[config.mk]
export PLATFORM = sky130hd
export DESIGN_NAME = seven_seg_scanner
export DESIGN_NICKNAME = d
export VERILOG_FILES = /design/src/rtl/seven_seg_pkg.sv /design/src/rtl/hex_to_seg.sv /design/src/rtl/seven_seg_scanner.sv
export SDC_FILE = /design/constraint.sdc
export NUM_CORES = 1
export LEC_CHECK = 0
export ABC_AREA = 0
export CAP_MARGIN = 20
export CORE_UTILIZATION = 56
export CTS_BUF_LIST = sky130_fd_sc_hd__clkbuf_8
export CTS_CLUSTER_DIAMETER = 200
export DETAILED_ROUTE_END_ITERATION = 8
export DONT_BUFFER_PORTS = 1
export GPL_ROUTABILITY_DRIVEN = 0
export PLACE_DENSITY_LB_ADDON = 0.12
export SLEW_MARGIN = 15
export SYNTH_ARGS = -nofsm -noshare
export SYNTH_HDL_FRONTEND = slang
export SYNTH_SLANG_ARGS = --single-unit
[constraint.sdc]
create_clock -name clk -period 3.34 [get_ports clk]
set_input_delay 1.002 -clock clk [delete_from_list [all_inputs] [get_ports clk]]
set_output_delay 1.002 -clock clk [all_outputs]
set_load 0.02 [all_outputs]
[src/rtl/seven_seg_pkg.sv]
// Shared types and the active-low hex font for the seven-segment scanner.
// Segment order is {dp,g,f,e,d,c,b,a}; a 0 bit lights the segment.
package seven_seg_pkg;

    typedef logic [3:0] nibble_t;
    typedef logic [7:0] seg_t;

    localparam seg_t SEG_0 = 8'hC0;
    localparam seg_t SEG_1 = 8'hF9;
    localparam seg_t SEG_2 = 8'hA4;
    localparam seg_t SEG_3 = 8'hB0;
    localparam seg_t SEG_4 = 8'h99;
    localparam seg_t SEG_5 = 8'h92;
    localparam seg_t SEG_6 = 8'h82;
    localparam seg_t SEG_7 = 8'hF8;
    localparam seg_t SEG_8 = 8'h80;
    localparam seg_t SEG_9 = 8'h90;
    localparam seg_t SEG_A = 8'h88;
    localparam seg_t SEG_B = 8'h83;
    localparam seg_t SEG_C = 8'hC6;
    localparam seg_t SEG_D = 8'hA1;
    localparam seg_t SEG_E = 8'h86;
    localparam seg_t SEG_F = 8'h8E;

    localparam seg_t SEG_BLANK = 8'hFF;

    // Wide enough for the largest legal digit count; sliced by the user.
    localparam logic [7:0] AN_OFF = 8'hFF;

endpackage

[src/rtl/hex_to_seg.sv]
// Combinational nibble decoder: hex font plus an active-high decimal-point request.
module hex_to_seg
    import seven_seg_pkg::*;
(
    input  logic [3:0] nib_i,
    input  logic       dp_i,
    output logic [7:0] seg_o
);

    seg_t font;

    always_comb begin
        font = SEG_BLANK;
        case (nib_i)
            4'h0: font = SEG_0;
            4'h1: font = SEG_1;
            4'h2: font = SEG_2;
            4'h3: font = SEG_3;
            4'h4: font = SEG_4;
            4'h5: font = SEG_5;
            4'h6: font = SEG_6;
            4'h7: font = SEG_7;
            4'h8: font = SEG_8;
            4'h9: font = SEG_9;
            4'hA: font = SEG_A;
            4'hB: font = SEG_B;
            4'hC: font = SEG_C;
            4'hD: font = SEG_D;
            4'hE: font = SEG_E;
            4'hF: font = SEG_F;
            default: font = SEG_BLANK;
        endcase
    end

    assign seg_o = {font[7] & ~dp_i, font[6:0]};

endmodule

[src/rtl/seven_seg_scanner.sv]
// Time-multiplexed common-anode seven-segment driver with pending/display
// double buffering so a new value only appears at a frame boundary.
module seven_seg_scanner
    import seven_seg_pkg::*;
#(
    parameter int NUM_DIGITS  = 4,
    parameter int REFRESH_DIV = 50000
) (
    input  logic                    clk,
    input  logic                    rst,
    input  logic                    en_i,
    input  logic                    load_i,
    input  logic [4*NUM_DIGITS-1:0] value_i,
    input  logic [NUM_DIGITS-1:0]   dp_i,
    input  logic                    blank_lz_i,
    output logic [7:0]              seg_o,
    output logic [NUM_DIGITS-1:0]   an_o,
    output logic                    frame_o
);

    localparam int PW = ($clog2(REFRESH_DIV) > 0) ? $clog2(REFRESH_DIV) : 1;
    localparam int IW = ($clog2(NUM_DIGITS) > 0) ? $clog2(NUM_DIGITS) : 1;
    localparam logic [PW-1:0] PCNT_LAST = PW'(REFRESH_DIV - 1);
    localparam logic [IW-1:0] IDX_LAST  = IW'(NUM_DIGITS - 1);
    localparam logic [NUM_DIGITS-1:0] AN_ALL_OFF = AN_OFF[NUM_DIGITS-1:0];

    logic [PW-1:0]           pcnt_q, pcnt_d;
    logic [IW-1:0]           idx_q, idx_d;
    logic [4*NUM_DIGITS-1:0] pend_val_q, pend_val_d;
    logic [NUM_DIGITS-1:0]   pend_dp_q, pend_dp_d;
    logic                    pend_valid_q, pend_valid_d;
    logic [4*NUM_DIGITS-1:0] disp_val_q, disp_val_d;
    logic [NUM_DIGITS-1:0]   disp_dp_q, disp_dp_d;
    seg_t                    seg_q, seg_d;
    logic [NUM_DIGITS-1:0]   an_q, an_d;
    logic                    frame_q, frame_d;

    logic                    pcnt_wrap;
    logic                    boundary;
    logic [NUM_DIGITS-1:0]   lz_mask;
    logic                    higher_zero;
    nibble_t                 cur_nib;
    logic                    cur_dp;
    logic                    cur_blank;
    seg_t                    dec_seg;
    seg_t                    pattern;

    assign pcnt_wrap = (pcnt_q == PCNT_LAST);
    assign boundary  = pcnt_wrap && (idx_q == IDX_LAST);

    always_comb begin
        pcnt_d = pcnt_q;
        idx_d  = idx_q;
        if (en_i) begin
            if (pcnt_wrap) begin
                pcnt_d = '0;
                idx_d  = (idx_q == IDX_LAST) ? '0 : idx_q + 1'b1;
            end else begin
                pcnt_d = pcnt_q + 1'b1;
            end
        end
    end

    // A digit is a leading zero when it and every digit above it are zero.
    always_comb begin
        lz_mask     = '0;
        higher_zero = 1'b1;
        for (int k = NUM_DIGITS - 1; k >= 0; k--) begin
            higher_zero = higher_zero && (disp_val_q[4*k +: 4] == 4'h0);
            if (k != 0) begin
                lz_mask[k] = blank_lz_i && higher_zero;
            end
        end
    end

    always_comb begin
        cur_nib   = '0;
        cur_dp    = 1'b0;
        cur_blank = 1'b0;
        for (int k = 0; k < NUM_DIGITS; k++) begin
            if (IW'(k) == idx_q) begin
                cur_nib   = disp_val_q[4*k +: 4];
                cur_dp    = disp_dp_q[k];
                cur_blank = lz_mask[k];
            end
        end
    end

    hex_to_seg u_hex_to_seg (
        .nib_i (cur_nib),
        .dp_i  (cur_dp),
        .seg_o (dec_seg)
    );

    // A blanked digit keeps its anode and its decimal point.
    assign pattern = cur_blank ? {~cur_dp, 7'h7F} : dec_seg;

    always_comb begin
        seg_d   = SEG_BLANK;
        an_d    = AN_ALL_OFF;
        frame_d = en_i && boundary;
        if (en_i && (pcnt_q != '0)) begin
            seg_d = pattern;
            for (int k = 0; k < NUM_DIGITS; k++) begin
                an_d[k] = (IW'(k) != idx_q);
            end
        end
    end

    always_comb begin
        pend_val_d   = pend_val_q;
        pend_dp_d    = pend_dp_q;
        pend_valid_d = pend_valid_q;
        disp_val_d   = disp_val_q;
        disp_dp_d    = disp_dp_q;
        if (load_i) begin
            pend_val_d   = value_i;
            pend_dp_d    = dp_i;
            pend_valid_d = 1'b1;
        end
        // A load coinciding with the boundary bypasses the pending stage.
        if (en_i && boundary) begin
            pend_valid_d = 1'b0;
            if (load_i) begin
                disp_val_d = value_i;
                disp_dp_d  = dp_i;
            end else if (pend_valid_q) begin
                disp_val_d = pend_val_q;
                disp_dp_d  = pend_dp_q;
            end
        end
    end

    always_ff @(posedge clk or posedge rst) begin
        if (rst) begin
            pcnt_q       <= '0;
            idx_q        <= '0;
            pend_val_q   <= '0;
            pend_dp_q    <= '0;
            pend_valid_q <= 1'b0;
            disp_val_q   <= '0;
            disp_dp_q    <= '0;
            seg_q        <= SEG_BLANK;
            an_q         <= AN_ALL_OFF;
            frame_q      <= 1'b0;
        end else begin
            pcnt_q       <= pcnt_d;
            idx_q        <= idx_d;
            pend_val_q   <= pend_val_d;
            pend_dp_q    <= pend_dp_d;
            pend_valid_q <= pend_valid_d;
            disp_val_q   <= disp_val_d;
            disp_dp_q    <= disp_dp_d;
            seg_q        <= seg_d;
            an_q         <= an_d;
            frame_q      <= frame_d;
        end
    end

    assign seg_o   = seg_q;
    assign an_o    = an_q;
    assign frame_o = frame_q;

endmodule

-- Yosys cells after proc, flatten, opt, wreduce, memory -nomap -nowiden
Memory sizes are Yosys's and may differ from the RTL's.
Cells that the tools add are included.
- $add $sub $neg: 2
- eq/ne operators: 8
- mux-type cells: 22
- bitwise gates (word level): 2
- reductions and logical operators: 18
- operator list (cell ; number):
    2-to-1 mux 16 bit ; 3
    2-to-1 mux 4 bit ; 7
    adder 16 x 1 -> 16 bit (second input constant) ; 1
    equality test 16 bit (second input constant) ; 1
    2-to-1 mux 8 bit ; 2
    nonzero test 16 bit ; 1
    zero test 4 bit ; 3
    2-to-1 mux 1 bit ; 9
    logical AND 1 bit ; 8
    nonzero test 2 bit ; 3
    equality test 2 bit (first input constant) ; 2
    != test 2 bit (first input constant) ; 2
    AND reduction 2 bit ; 2
    adder 2 x 1 -> 2 bit (second input constant) ; 1
    equality test 1 x 2 -> 1 bit (first input constant) ; 1
    equality test 2 bit (second input constant) ; 1
    zero test 2 bit ; 1
    2-to-1 mux 2 bit ; 1
    != test 1 x 2 -> 1 bit (first input constant) ; 1
    AND 1 bit (first input constant) ; 1
    NOT 1 bit ; 1
- register bits: 72
- memory bits (read-only): 112
- bits of input ports: 25
- word-level logic and storage cells: 63
- memories kept: 1
- memory list (memory ; depth ; bits a word ; read ports ; clocked after Yosys merged registers in ; write ports ; line ; text):
    (no name shown) ; 16 ; 7 ; 1 ; 0 ; 0 ; hex_to_seg.sv:14 ; case (nib_i)

-- Depth between registers and ports, before layout
- depth in word-level cells: 9
- depth in mapped cells: 10
- mapped depth without buffers: 9

-- Hierarchy
Synthesis repeated with hierarchy kept, for this count alone.
- cell total of the unflattened synthesis: 279
- area, all modules: 3513.4 um^2
- by module, submodules not included (module ; times used ; cells an instance ; area an instance (um^2) ; seq. area each (um^2)):
    seven_seg_scanner ; 1 ; 246 ; 3234.4 ; 1816.7
    hex_to_seg ; 1 ; 33 ; 279.0 ; 0.0

-- Worst setup path before layout
OpenSTA, ideal clock, no wires.
- kind: in2reg
- start: in en_i
- end: reg disp_val_q[10]
- setup time: 125 ps
- arrival: 2305 ps
- slack: 910 ps
- stages on the path: 5
- path buffers: 2
- path through: buf_2 -> nand4_1 -> nor4b_4 -> buf_6 -> mux2_4
- cells in the longest elaborated chain, start to end: 2
- ends and longest elaborated chain (what ; line ; text):
    start, declared ; seven_seg_scanner.sv:11 ; input logic en_i,
    logical AND 1 bit ; seven_seg_scanner.sv:122 ; if (en_i && boundary) begin
    AND reduction 2 bit (no source line) ; -- ;
    end signal, assigned ; seven_seg_scanner.sv:152 ; disp_val_q <= disp_val_d;
    end, declared ; seven_seg_scanner.sv:32 ; logic [4*NUM_DIGITS-1:0] disp_val_q, disp_val_d;
Every way passes these cells.
A chain may end at the register's enable or synchronous reset.

-- Worst setup path in the final report
- start: reg idx_q[0]
- end: reg seg_q[2], in the netlist seg_o[2]
- cells in the longest elaborated chain, start to end: 8
- elaborated cells between the ends (all ways): 14
- those cells by class: eq/ne (3); mux (9); reduce/logical (1); memory (1)
- ends and longest elaborated chain (what ; line ; text):
    start, declared ; seven_seg_scanner.sv:28 ; logic [IW-1:0] idx_q, idx_d;
    start signal, assigned ; seven_seg_scanner.sv:148 ; idx_q <= idx_d;
    zero test 2 bit ; seven_seg_scanner.sv:81 ; if (IW'(k) == idx_q) begin
    2-to-1 mux 4 bit (4 in series) ; seven_seg_scanner.sv:81 ;
    memory read (16 x 7 bit) ; -- ;
    2-to-1 mux 8 bit * ; seven_seg_scanner.sv:96 ; assign pattern = cur_blank ? {~cur_dp, 7'h7F} : dec_seg;
    2-to-1 mux 8 bit * ; seven_seg_scanner.sv:102 ; if (en_i && (pcnt_q != '0)) begin
    via seg_d[2] ; seven_seg_scanner.sv:34 ; seg_t seg_q, seg_d;
    end signal, assigned ; seven_seg_scanner.sv:154 ; seg_q <= seg_d;
    end, declared ; seven_seg_scanner.sv:34 ;
Mark *: on every way through the listed nets, which the timed path passes. The rest lies on a longest branch.

==> results.tsv <==
stage	metric	value	unit
logic_synthesis	synth_cells	289	
worst_setup_path	critPathLaunchType	flip-flop	
worst_hold_path	hold_path.startpoint	disp_val_q[0]	
worst_setup_path	r2r_end	seg_o[2]	
final_layout	fin_area	3670	um^2
logic_synthesis	ys_ff_latch	72	
cts	cts_tree	done	
power_and_ir_drop	powerDensity	512	nW/um^2
grt	grt_pass1_vias	2178	
worst_setup_path	crit_required	3.57	ns
sta	fin_skew	0.00790	ns
worst_setup_path	cp_slowest_cell	a221oi_1	
sta	period_share	0.800	
sta	tightest_slew	0.865	ns
drt	drt-vias-per-instance	5.70	
power_and_ir_drop	power_frac_comb	0.076	
logic_synthesis	synth_top_area_frac	0.438	
drt	wl_per_cell	16.4	um
logic_synthesis	synth_area_per_cell	11.8	um^2
cts	htreeDepth	3	
logic_synthesis	yosysTopAreaCell	dfrtp_1	
placed_design	dpl.hpwl	4.15	mm
drt	first_pass_iters	6	
worst_hold_path	hold_end	disp_val_q[0]	
worst_setup_path	cp_max_fo	18	
worst_setup_path	r2r-start	idx_q[0]	
final_layout	fillers	496	
grt	use_met3	0.0489	
die	die_area	6430	um^2
flow_run	drv_cap	0	
grt	busiest_layer	met2	
power_and_ir_drop	total_leakage_power	0.00163	uW
sta	finalSetupViolations	0	
worst_setup_path	cpPeakStageDelay	0.67	ns
cts	cts_buffer_depth	2	
grt	met1_usage	0.278	
placed_design	portBuffers	0	
final_layout	final_cell_mix	dfrtp_1, nand2_1, mux2_2, nor2_1, ha_1	
die	die_w	80.2	um
power_and_ir_drop	irDropWorstVdd	295	uV
sta	rsz0062_at_grt	no	
cts	clock-root-buffer	clkbuf_8	
cts	cts_buffers	9	
worst_setup_path	reg2reg_depth	6	
grt	grt_pass1_wl	10.4	mm
logic_synthesis	synth_edf_count	0	
logic_synthesis	netlist_top_cells_area	dfrtp_1, dfstp_2, mux2_2	
sta	hold_violations	0	
logic_synthesis	yosysWarnings	0	
worst_setup_path	arrival	2.90	ns
sta	clock.fmax	0.374	GHz
final_layout	antenna_cells	0	
drt	routed_wirelength	6.04	mm
drt	drcViolationCount	0	
worst_hold_path	timing.hold.worst.class	reg2reg	
logic_synthesis	synth_cell_types	47	
power_and_ir_drop	internal-power	1420	uW
sta	report.final.slew_viol_count	0	
cts	cts_setup_buffers	0	
drt	vias	2104	
sta	fin_crit	2.67	ns
grt	grt_antenna_before_repair	0	
logic_synthesis	netlist_area	3420	um^2
grt	grt_start_max_net_pins	73	
grt	track_usage	0.221	
outcome	run_status	finished clean	
logic_synthesis	synth_ff_type	dfrtp_1	
worst_setup_path	endpoint_kind	flip-flop	
power_and_ir_drop	p_switching	460	uW
grt	grt_overflow	0	
final_layout	finalNetCount	327	
die	row_count	28	
worst_setup_path	cpMostUsedCell	ha_1	
grt	met2_usage	0.354	
sta	fin_setup_tns	0	ns
power_and_ir_drop	p_seq_frac	0.533	
die	die_y	80.2	um
drt	initialDrtViolationCount	113	
power_and_ir_drop	swShare	0.244	
power_and_ir_drop	clock_power_share	0.391	
cts	holdBufCountCts	0	
final_layout	syn_to_final_growth	7.23	%
worst_setup_path	crit_type	reg2reg	
logic_synthesis	synthesis.nets	327	
cts	clock_sinks	72	
worst_hold_path	min_path_cells	1	
worst_setup_path	worstPathCellList	ha_1 > a211oi_1 > a221oi_1 > inv_1 > ha_1 > o311ai_0	
final_layout	final_common_cell	dfrtp_1	
final_layout	drive_gt1_frac	0.221	
logic_synthesis	seq_area_frac_synth	0.531	
sta	slew_headroom	0.423	
cts	clkTransAtPathRegs	0.07	ns
cts	post_cts_resized	0	
drt	drtAntennaViolNets	0	
die	io_pins	38	
die	start_util	0.578	
power_and_ir_drop	power	1880	uW
worst_setup_path	r2r_slack	0.67	ns
cts	clkLatencyLatePin	0.35	ns
die	coreArea	5920	um^2
logic_synthesis	async_reset_ff_frac	1.00	
placed_design	place_area	3460	um^2
[metal layers]
metal	up-vias	routed length (um)
met2	32	2970
met1	1042	2740
li1	1019	-
met4	0	161
met3	11	169
met5	-	0
[power groups by stage]
stage	logic [uW]	clock network (uW)	registers, uW
finish	143	735	1000
global route	162	791	1010
CTS	146	754	1000
detailed placement	146	0	1020
global placement	140	0	1020
floorplan	150	0	988
[synthesized netlist by cell type, types with 2 or more instances]
library cell / count
inv_1: 12
nor4_1: 4
xor2_1: 4
nor2b_1: 5
nor3b_1: 4
ha_1: 13
clkbuf_1: 4
and2_1: 2
dfrtp_1: 60
o31ai_1: 2
a311o_1: 2
buf_2: 7
o21ai_0: 8
nand4_1: 7
nor2_1: 22
nor3_1: 6
o211ai_1: 3
a211oi_1: 3
nand3_1: 7
nand2_1: 29
mux2_4: 10
buf_6: 2
mux2_1: 6
mux2i_1: 3
dfstp_2: 12
mux2_2: 22
nand3b_1: 4
xnor2_1: 7
[through the flow]
step | hold WS (ns) | utilization | instances | setup WS [ns]
after floorplan | 0.458 | - | 289 | 0.533
after global placement | 0.479 | 0.585 | 353 | 0.804
after detailed placement | 0.483 | 0.585 | 353 | 0.697
after CTS | 0.499 | 0.620 | 369 | 0.669
after global routing | 0.518 | 0.620 | 369 | 0.315
final | 0.497 | 0.620 | 369 | 0.668
[worst max-delay path by stage]
stage | startpoint | endpoint | slack, ns | cells past startpoint
6_report | idx_q[0] | seg_o[2] | 0.67 | 6
5_1_grt | idx_q[0] | seg_o[3] | 0.31 | 8
4_1_cts | idx_q[0] | seg_o[3] | 0.67 | 8
3_5_place_dp | idx_q[0] | seg_o[3] | 0.70 | 8
3_3_place_gp | idx_q[0] | seg_o[3] | 0.80 | 8
2_1_floorplan | rst | disp_dp_q[0] | 0.53 | 1
[critical path: cells and delay by family (launching register included)]
| family | cells | cell delay [ns] |
|---|---|---|
| adder cells (fa/ha/maj) | 2 | 0.81 |
| buffers and inverters | 1 | 0.22 |
| flip-flops | 1 | 0.40 |
| AO/OA/AOI/OAI | 3 | 1.13 |
[sequential cells by signal, summed over array words and instances (netlist names)]
name          flops
pend_valid_q      1
pend_val_q       16
seg_o             8
idx_q             2
frame_o           1
pcnt_q           16
disp_dp_q         4
disp_val_q       16
pend_dp_q         4
an_o              4
[kinds of logic (layout without fill, tap and decap cells)]
kind of cell               Yosys count  count (layout)  share of synthesized area
AOI/OAI and AO/OA                   30              30                     0.0636
xor gates and xnor gates            11              11                     0.0281
adders and majority gates           13              13                     0.0475
buffers and inverters               25              30                     0.0343
DFF                                 72              72                      0.531
muxes                               41              41                      0.145
and+or+nand+nor                     97              97                      0.151
[layout make-up]
class	count	area [um^2]	share of cell area
Tap cell	75	93.8	0.0256
Inverter	12	45.0	0.0123
Multi-Input combinational cell	192	1490	0.406
Sequential cell	72	1820	0.495
Clock buffer	9	124	0.0337
Clock inverter	7	87.6	0.0239
Timing Repair Buffer	2	15.0	0.00409
(Power assumes the default switching activity.)
